[src/rtl/edge_result_writer_if.sv]
// ---------------------------------------------------------------------------
// edge_result_writer_if
// Pixel stream in, memory write port out, bundled for edge_result_writer.
//   pix_valid / pix_data / pix_ready : upstream edge-pixel stream
//   wr_req / wr_gnt                  : memory port arbitration
//   addr / dataW / en / we           : word write into shared image memory
// master : writer side (consumes pixels, drives the memory write)
// slave  : environment side (pixel source, arbiter and memory)
// ---------------------------------------------------------------------------
interface edge_result_writer_if #(
   parameter int ADDR_W = 16
);
   logic              pix_valid;
   logic [7:0]        pix_data;
   logic              pix_ready;
   logic              wr_req;
   logic              wr_gnt;
   logic [ADDR_W-1:0] addr;
   logic [31:0]       dataW;
   logic              en;
   logic              we;

   modport master (
      input  pix_valid, pix_data, wr_gnt,
      output pix_ready, wr_req, addr, dataW, en, we
   );

   modport slave (
      output pix_valid, pix_data, wr_gnt,
      input  pix_ready, wr_req, addr, dataW, en, we
   );
endinterface

[src/rtl/edge_result_writer.sv]
// ---------------------------------------------------------------------------
// edge_result_writer
// Packs 8-bit edge pixels four to a 32-bit word (first pixel in the LSBs) and
// writes the words to WR_BASE.. in shared memory through a req/gnt port.
// Raises frame_done once every word of the frame has been committed.
//   clk, reset (async, active low), start (frame start pulse)
//   bus            : pixel stream + memory write port (master side)
//   words_written  : committed word count for the current frame
//   frame_done     : level, set after the last commit until next start
// ---------------------------------------------------------------------------
module edge_result_writer #(
   parameter int IMG_W   = 352,
   parameter int IMG_H   = 288,
   parameter int ADDR_W  = 16,
   parameter int WR_BASE = IMG_W * IMG_H / 4
) (
   input  logic                 clk,
   input  logic                 reset,
   input  logic                 start,
   edge_result_writer_if.master bus,
   output logic [ADDR_W-1:0]    words_written,
   output logic                 frame_done
);
   localparam int                TOTAL     = IMG_W * IMG_H / 4;
   localparam logic [ADDR_W-1:0] TOTAL_W   = ADDR_W'(TOTAL);
   localparam logic [ADDR_W-1:0] LAST_W    = ADDR_W'(TOTAL - 1);
   localparam logic [ADDR_W-1:0] WR_BASE_W = ADDR_W'(WR_BASE);

   typedef enum logic [1:0] {IDLE, RUN, DONE} state_t;

   state_t            state_q, state_d;
   logic [1:0]        byte_cnt_q, byte_cnt_d;
   logic [23:0]       bytes_q, bytes_d;       // pixels 0..2 of the open group
   logic [ADDR_W-1:0] word_idx_q, word_idx_d;
   logic              pend_valid_q, pend_valid_d;
   logic [31:0]       pend_data_q, pend_data_d;
   logic [ADDR_W-1:0] pend_addr_q, pend_addr_d;
   logic [ADDR_W-1:0] words_q, words_d;
   logic              frame_done_q, frame_done_d;

   logic commit;
   logic pix_ready;
   logic xfer;

   always_ff @(posedge clk or negedge reset) begin
      if (!reset) begin
         state_q      <= IDLE;
         byte_cnt_q   <= '0;
         bytes_q      <= '0;
         word_idx_q   <= '0;
         pend_valid_q <= 1'b0;
         pend_data_q  <= '0;
         pend_addr_q  <= '0;
         words_q      <= '0;
         frame_done_q <= 1'b0;
      end else begin
         state_q      <= state_d;
         byte_cnt_q   <= byte_cnt_d;
         bytes_q      <= bytes_d;
         word_idx_q   <= word_idx_d;
         pend_valid_q <= pend_valid_d;
         pend_data_q  <= pend_data_d;
         pend_addr_q  <= pend_addr_d;
         words_q      <= words_d;
         frame_done_q <= frame_done_d;
      end
   end

   always_comb begin
      state_d      = state_q;
      byte_cnt_d   = byte_cnt_q;
      bytes_d      = bytes_q;
      word_idx_d   = word_idx_q;
      pend_valid_d = pend_valid_q;
      pend_data_d  = pend_data_q;
      pend_addr_d  = pend_addr_q;
      words_d      = words_q;
      frame_done_d = frame_done_q;

      commit    = pend_valid_q && bus.wr_gnt;
      // The 4th byte may only enter if the pending slot frees this cycle.
      pix_ready = (state_q == RUN) &&
                  !(byte_cnt_q == 2'd3 && pend_valid_q && !commit);
      xfer      = bus.pix_valid && pix_ready;

      case (state_q)
         IDLE, DONE: begin
            if (start) begin
               state_d      = RUN;
               byte_cnt_d   = '0;
               word_idx_d   = '0;
               words_d      = '0;
               pend_valid_d = 1'b0;
               frame_done_d = 1'b0;
            end
         end
         RUN: begin
            if (commit) begin
               pend_valid_d = 1'b0;
               words_d      = words_q + 1'b1;
            end
            if (xfer) begin
               byte_cnt_d = byte_cnt_q + 2'd1;
               case (byte_cnt_q)
                  2'd0: bytes_d[7:0]   = bus.pix_data;
                  2'd1: bytes_d[15:8]  = bus.pix_data;
                  2'd2: bytes_d[23:16] = bus.pix_data;
                  default: begin
                     // Surplus pixels past the frame's last word are dropped.
                     if (word_idx_q != TOTAL_W) begin
                        pend_valid_d = 1'b1;
                        pend_data_d  = {bus.pix_data, bytes_q};
                        pend_addr_d  = WR_BASE_W + word_idx_q;
                        word_idx_d   = word_idx_q + 1'b1;
                     end
                  end
               endcase
            end
            if (commit && words_q == LAST_W) begin
               state_d      = DONE;
               frame_done_d = 1'b1;
               pend_valid_d = 1'b0;
            end
         end
         default: state_d = IDLE;
      endcase
   end

   assign bus.pix_ready = pix_ready;
   assign bus.wr_req    = pend_valid_q;
   assign bus.en        = commit;
   assign bus.we        = commit;
   assign bus.addr      = pend_valid_q ? pend_addr_q : '0;
   assign bus.dataW     = pend_valid_q ? pend_data_q : '0;
   assign words_written = words_q;
   assign frame_done    = frame_done_q;
endmodule

[src/flat_wrapper.sv]
// flat-port wrapper written by rule: the top's interface ports become plain ports
module edge_result_writer_flat 
#(
   parameter int IMG_W   = 352,
   parameter int IMG_H   = 288,
   parameter int ADDR_W  = 16,
   parameter int WR_BASE = IMG_W * IMG_H / 4
)
  (clk, reset, start, words_written, frame_done, bus_pix_valid, bus_pix_data, bus_wr_gnt, bus_pix_ready, bus_wr_req, bus_addr, bus_dataW, bus_en, bus_we);
  edge_result_writer_if #(.ADDR_W(ADDR_W)) bus_i ();
  input  logic clk;
  input  logic reset;
  input  logic start;
  output logic [ADDR_W-1:0] words_written;
  output logic frame_done;
  input wire logic [$bits(bus_i.pix_valid)-1:0] bus_pix_valid;
  input wire logic [$bits(bus_i.pix_data)-1:0] bus_pix_data;
  input wire logic [$bits(bus_i.wr_gnt)-1:0] bus_wr_gnt;
  output wire logic [$bits(bus_i.pix_ready)-1:0] bus_pix_ready;
  output wire logic [$bits(bus_i.wr_req)-1:0] bus_wr_req;
  output wire logic [$bits(bus_i.addr)-1:0] bus_addr;
  output wire logic [$bits(bus_i.dataW)-1:0] bus_dataW;
  output wire logic [$bits(bus_i.en)-1:0] bus_en;
  output wire logic [$bits(bus_i.we)-1:0] bus_we;
  assign bus_i.pix_valid = bus_pix_valid;
  assign bus_i.pix_data = bus_pix_data;
  assign bus_i.wr_gnt = bus_wr_gnt;
  assign bus_pix_ready = bus_i.pix_ready;
  assign bus_wr_req = bus_i.wr_req;
  assign bus_addr = bus_i.addr;
  assign bus_dataW = bus_i.dataW;
  assign bus_en = bus_i.en;
  assign bus_we = bus_i.we;
  edge_result_writer #(.IMG_W(IMG_W), .IMG_H(IMG_H), .ADDR_W(ADDR_W), .WR_BASE(WR_BASE)) u_core (.clk(clk), .reset(reset), .start(start), .bus(bus_i), .words_written(words_written), .frame_done(frame_done));
endmodule
[config.mk]
export PLATFORM = sky130hd
export DESIGN_NAME = edge_result_writer_flat
export DESIGN_NICKNAME = d
export VERILOG_FILES = /design/src/rtl/edge_result_writer_if.sv /design/src/rtl/edge_result_writer.sv /design/src/flat_wrapper.sv
export SDC_FILE = /design/constraint.sdc
export NUM_CORES = 1
export LEC_CHECK = 0
export CORE_ASPECT_RATIO = 1.75
export CORE_MARGIN = 4
export CORE_UTILIZATION = 52
export CTS_CLUSTER_SIZE = 25
export DETAILED_ROUTE_END_ITERATION = 10
export PLACE_DENSITY = 0.85
export SYNTH_ARGS = -nofsm -noshare
export SYNTH_HDL_FRONTEND = slang
export SYNTH_SLANG_ARGS = --single-unit
[constraint.sdc]
create_clock -name clk -period 4.95 [get_ports clk]
set_clock_uncertainty 0.05 [all_clocks]
set_input_delay 0.99 -clock clk [delete_from_list [all_inputs] [get_ports clk]]
set_output_delay 0.99 -clock clk [all_outputs]
set_load 0.02 [all_outputs]
# Word-level counts from Yosys, hierarchy flattened
# Index checks and enable logic that the tools add are counted.
classes:
  addsub: 4
  eq_ne: 13
  mux: 24
  bitwise: 1
  n_reduce_logical: 23
op_table:
  columns: ["op", "n"]
  rows:
  - ["16-bit two-way mux", 6]
  - ["16-bit case mux with 2 select lines", 2]
  - ["16-bit by 1-bit adder with 16-bit output, second input constant", 2]
  - ["32-bit two-way mux", 1]
  - ["3-bit AND reduction", 6]
  - ["15-bit by 16-bit adder with 16-bit output, first input constant", 1]
  - ["16-bit by 15-bit == test with 1-bit output, second input constant", 1]
  - ["16-bit by 15-bit != test with 1-bit output, second input constant", 1]
  - ["2-bit != test, second input constant", 5]
  - ["2-bit two-way mux", 4]
  - ["2-bit case mux with 2 select lines", 2]
  - ["1-bit two-way mux", 7]
  - ["2-bit == test, second input constant", 3]
  - ["1-bit logical AND", 6]
  - ["5-bit AND reduction", 1]
  - ["2-bit by 1-bit == test with 1-bit output, second input constant", 2]
  - ["2-bit logical NOT", 2]
  - ["1-bit case mux with 2 select lines", 2]
  - ["2-bit AND reduction", 2]
  - ["4-bit AND reduction", 1]
  - ["3-bit OR reduction", 1]
  - ["2-bit by 1-bit adder with 2-bit output, second input constant", 1]
  - ["1-bit logical NOT", 2]
  - ["2-bit by 1-bit != test with 1-bit output, second input constant", 1]
  - ["other kinds (3)", 3]
word_totals:
  regBits: 110
  in_bits: 13
  out_inout_bits: 69
  wordCells: 76

# Depth between registers and ports, before layout
depth:
  ltp_word: 9
  mapped_depth: 9
  ltp_nobuf: 7

# Least setup slack after synthesis
# OpenSTA, ideal clock, no wires.
synth_timing:
  kind: "input-to-output"
  from: "input port bus_wr_gnt"
  to: "output port bus_we"
  arrival_time_ps: 1409
  required_time_ps: 3910
  path_slack_ps: 2501
  stages: 3
  path_buffers: 1
  path_cell_list: "nand2_1 inv_1 buf_4"
synth_via:
  elab_chain_cells: 1
synth_rtl:
  columns: ["item", "line_no", "rtl"]
  rows:
  - ["start: declaration", "flat_wrapper.sv:18", "input wire logic [$bits(bus_i.wr_gnt)-1:0] bus_wr_gnt;"]
  - ["1-bit logical AND", "edge_result_writer.sv:80", "commit = pend_valid_q && bus.wr_gnt;"]
  - ["end: declaration", "flat_wrapper.sv:24", "output wire logic [$bits(bus_i.we)-1:0] bus_we;"]
# Every way passes these cells.

# Final worst setup path
layout_timing:
  from: "input port bus_wr_gnt"
  to: "output port bus_pix_ready"
layout_via:
  elab_chain_cells: 5
layout_rtl:
  columns: ["item", "line_no", "rtl"]
  rows:
  - ["1-bit logical AND", "edge_result_writer.sv:80", null]
  - ["1-bit logical NOT", "edge_result_writer.sv:83", "!(byte_cnt_q == 2'd3 && pend_valid_q && !commit);"]
  - ["1-bit logical AND", "edge_result_writer.sv:83", null]
  - ["1-bit logical NOT", "edge_result_writer.sv:83", null]
  - ["1-bit logical AND", "edge_result_writer.sv:82", "pix_ready = (state_q == RUN) &&"]
  - ["end: declaration", "flat_wrapper.sv:19", "output wire logic [$bits(bus_i.pix_ready)-1:0] bus_pix_ready;"]
# Every way passes these cells.

==> metrics.md <==
| Metric | Value |
|---|---|
| Outcome | `finished, final reports clean` |
| Worst-Skew Late Latency | `between 0.3 and 0.4 ns` |
| CTS H-tree lvls | `3` |
| Ant. Diodes | `0` |
| Share of cells above drive strength 1 | `0.179` |
| Setup TNS | `0 ns` |
| Worst r2r src | `u_core.byte_cnt_q[0]` |
| Clk sinks | `110` |
| Register area | `2750 µm²` |
| Largest net degree at the start of global routing | `87` |
| Most frequent cells in the layout | `dfrtp_1, clkdlybuf4s50_1, and2_1, mux2_4` |
| CTS tree | `yes` |
| Core Region | `10300 µm²` |
| Crit. End Element | `output pin` |
| Crit share post-route | `0.707` |
| Starting Density | `0.531` |
| Layout overhead on the synthesized area | `21.4%` |
| Logic gate share of total power | `0.327` |
| Commonest non-fill, non-tap cell in the layout | `dfrtp_1` |
| PD cells | `around 500 nW/µm²` |
| Syn Area/Cell | `roughly 12 µm²` |
| Min-Delay Path Class | `register to register` |
| Final Slew Violations | `0` |
| Final Hold Vio Count | `0` |
| Residual DRC count | `0` |
| Dpl cells | `around 650` |
| Final Wtd Congestion | `roughly 0.90` |
| Die Ht | `144 µm` |
| WP data arrival | `roughly 2.5 ns` |
| DR vias | `3664` |
| Reg clk slew, reported paths | `0.07 ns` |
| Number of global-route vias before repair | `a little under 4000` |
| GRT overflow | `0` |
| Unrepaired setup endpoints after global routing | `false` |
| Worst hold slack | `0.454 ns` |
| Initial antenna violation count | `0` |
| #FFs+latches synth | `110` |
| R2R setup slack | `2.33 ns` |
| I/O pins | `82` |
| First-pass GRT wire length | `19500 µm` |
| CP Data Required Time | `3.91 ns` |
| Leak | `0.00293 µW` |
| CP Class | `input pin to output pin` |
| DRT Wirelength | `11700 µm` |
| CTS Buffer Depth | `2` |
| Crit start category | `input pin` |
| Peak supply drop | `roughly 300 µV` |
| Yosys warning total | `0` |
| Top_reg_cell synth | `dfrtp_1` |
| Worst R2R End | `u_core.pend_data_q[31]` |
| Resize count post-CTS | `0` |
| CP Launch Point | `bus_wr_gnt` |
| Post-synth ARST share | `1.00` |
| Reg2reg path depth | `5` |
| GRT Total Usage | `0.202` |
| Yosys cell types | `47` |
| Max Fanout on Critical Path | `4` |
| DR pass1 iterations | `5` |
| Mapped Area | `about 5500 µm²` |
| Syn_nets | `481` |
| Area of the multi-input gates | `2500 µm²` |
| Min cycle time layout | `3.50 ns` |
| Max_slew headroom | `0.286` |
| P_int | `~2300 µW` |
| Port buffer count | `81` |
| Final Non-Filler Cells | `664` |
| Max Cap Viol | `0` |
| Fillers | `between 700 and 800` |
| Hold Crit Start | `u_core.bytes_q[23]` |
| Die Area | `between 10000 and 15000 µm²` |
| Row count | `49` |
| Antenna Nets Post-Route | `0` |
| Fmax | `286 MHz` |
| WL per Instance | `17.6 µm` |
| Root Driver | `clkbuf_16` |
| Post CTS Setup Buffer Count | `0` |
| # nets final | `555` |
| Part of the power in the clock network | `0.246` |
| Final Setup Violations | `0` |
| Number of synthesized flops with an enable pin | `0` |
| Net Sw Power | `992 µW` |
| Detailed placer's ending HPWL | `8520 µm` |
| Worst-margin pin slew | `1.07 ns` |
| Die Wd | `85.5 µm` |
| Flop pwr share | `0.427` |
| Cells after synthesis | `458` |
| Worst setup path endpoint | `bus_pix_ready` |
| Sequential share of the synthesized area | `0.503` |
| Hold Buf Count CTS | `0` |
| Switching share of total power | `0.299` |
| Detailed Route Iter0 Violations | `144` |
| Vias per inst | `~5.5` |
| CTS Buf Count | `9` |
==> state kept, by name, indices dropped and copies added, names as in the netlist <==
signal and count:
u_core.bus.wr_req 1, u_core.pend_addr_q 16, u_core.state_q 2, u_core.bytes_q 24
u_core.byte_cnt_q 2, u_core.word_idx_q 16, u_core.pend_data_q 32, u_core.words_written 16
u_core.frame_done 1
==> how the worst min path moves through the flow <==
| stage | end | slack (ns) | cells past startpoint |
|---|---|---|---|
| after floorplan | u_core.pend_addr_q[15] | 0.42 | 1 |
| after global placement | u_core.pend_data_q[12] | 0.43 | 1 |
| after detailed placement | u_core.pend_data_q[13] | 0.44 | 1 |
| after CTS | u_core.pend_data_q[23] | 0.45 | 1 |
| after global routing | u_core.pend_data_q[5] | 0.47 | 1 |
| final | u_core.pend_data_q[23] | 0.45 | 1 |
==> synth_stat cells, types with 4 or more instances <==
cell type | n | area, µm²
nor2_1 | 26 | 97.6
mux2_4 | 40 | 601
nand3_1 | 16 | 80.1
nand2b_1 | 6 | 37.5
clkbuf_1 | 11 | 41.3
a31o_2 | 4 | 35.0
inv_1 | 14 | 52.6
o21ai_0 | 7 | 35.0
mux2_2 | 28 | 315
dfrtp_1 | 110 | 2750
mux2i_1 | 4 | 40.0
buf_12 | 4 | 80.1
nor3_1 | 5 | 25.0
ha_1 | 10 | 125
nand4_1 | 9 | 56.3
and2_1 | 51 | 319
a21oi_1 | 17 | 85.1
and3_1 | 8 | 50.1
nand2_1 | 28 | 105
xor2_1 | 10 | 87.6
xnor2_1 | 11 | 96.3
==> stage by stage <==
stage | instance area (µm²) | setup slack (ns) | utilization | power, µW
global route | 6640 | 1.37 | 0.644 | 3500
global placement | 6290 | 1.47 | 0.611 | 2450
detailed placement | 6290 | 1.41 | 0.611 | 2530
floorplan | 5470 | 2.50 | - | 2160
CTS | 6640 | 1.43 | 0.644 | 3350
finish | 6640 | 1.45 | 0.644 | 3320
==> cell families (layout without fill, tap and decap cells) <==
logic type,after synthesis,in the layout,share of synthesized area
buffers and inverters,35,114,0.0416
DFF,110,110,0.503
and+or+nand+nor,168,168,0.174
adders and majority gates,10,10,0.0229
muxes,72,72,0.175
xor gates and xnor gates,21,21,0.0336
AOI/OAI and AO/OA,42,42,0.0492
==> cell type report <==
type                       instances  share of cell area
clock buffer                      10              0.0345
multi-input combinational        313               0.376
sequential                       110               0.415
tap                              127              0.0239
clock inverter                     6              0.0173
inverter                          14             0.00792
timing repair buffer              84               0.125
==> power by group through the flow <==
stage	Sequential, µW	Clock [µW]	Combinational (µW)
CTS	1420	829	1110
global route	1450	867	1180
floorplan	1370	0	790
detailed placement	1430	0	1100
finish	1420	817	1090
global placement	1410	0	1050
==> layer usage <==
metal,GRT usage,share of wire,vias up
met3,0.0338,0.034,21
met1,0.230,0.38,1829
met5,0,0,-
met4,0.0709,0.020,0
li1,-,-,1720
met2,0.377,0.56,94
==> critical path, stage by stage <==
cell	delay (ns)
clkdlybuf4s50_1	0.52
nand3b_1	0.18
and2_1	0.15
clkdlybuf4s50_1	0.61
No activity file was read; power rests on OpenSTA's default activity.
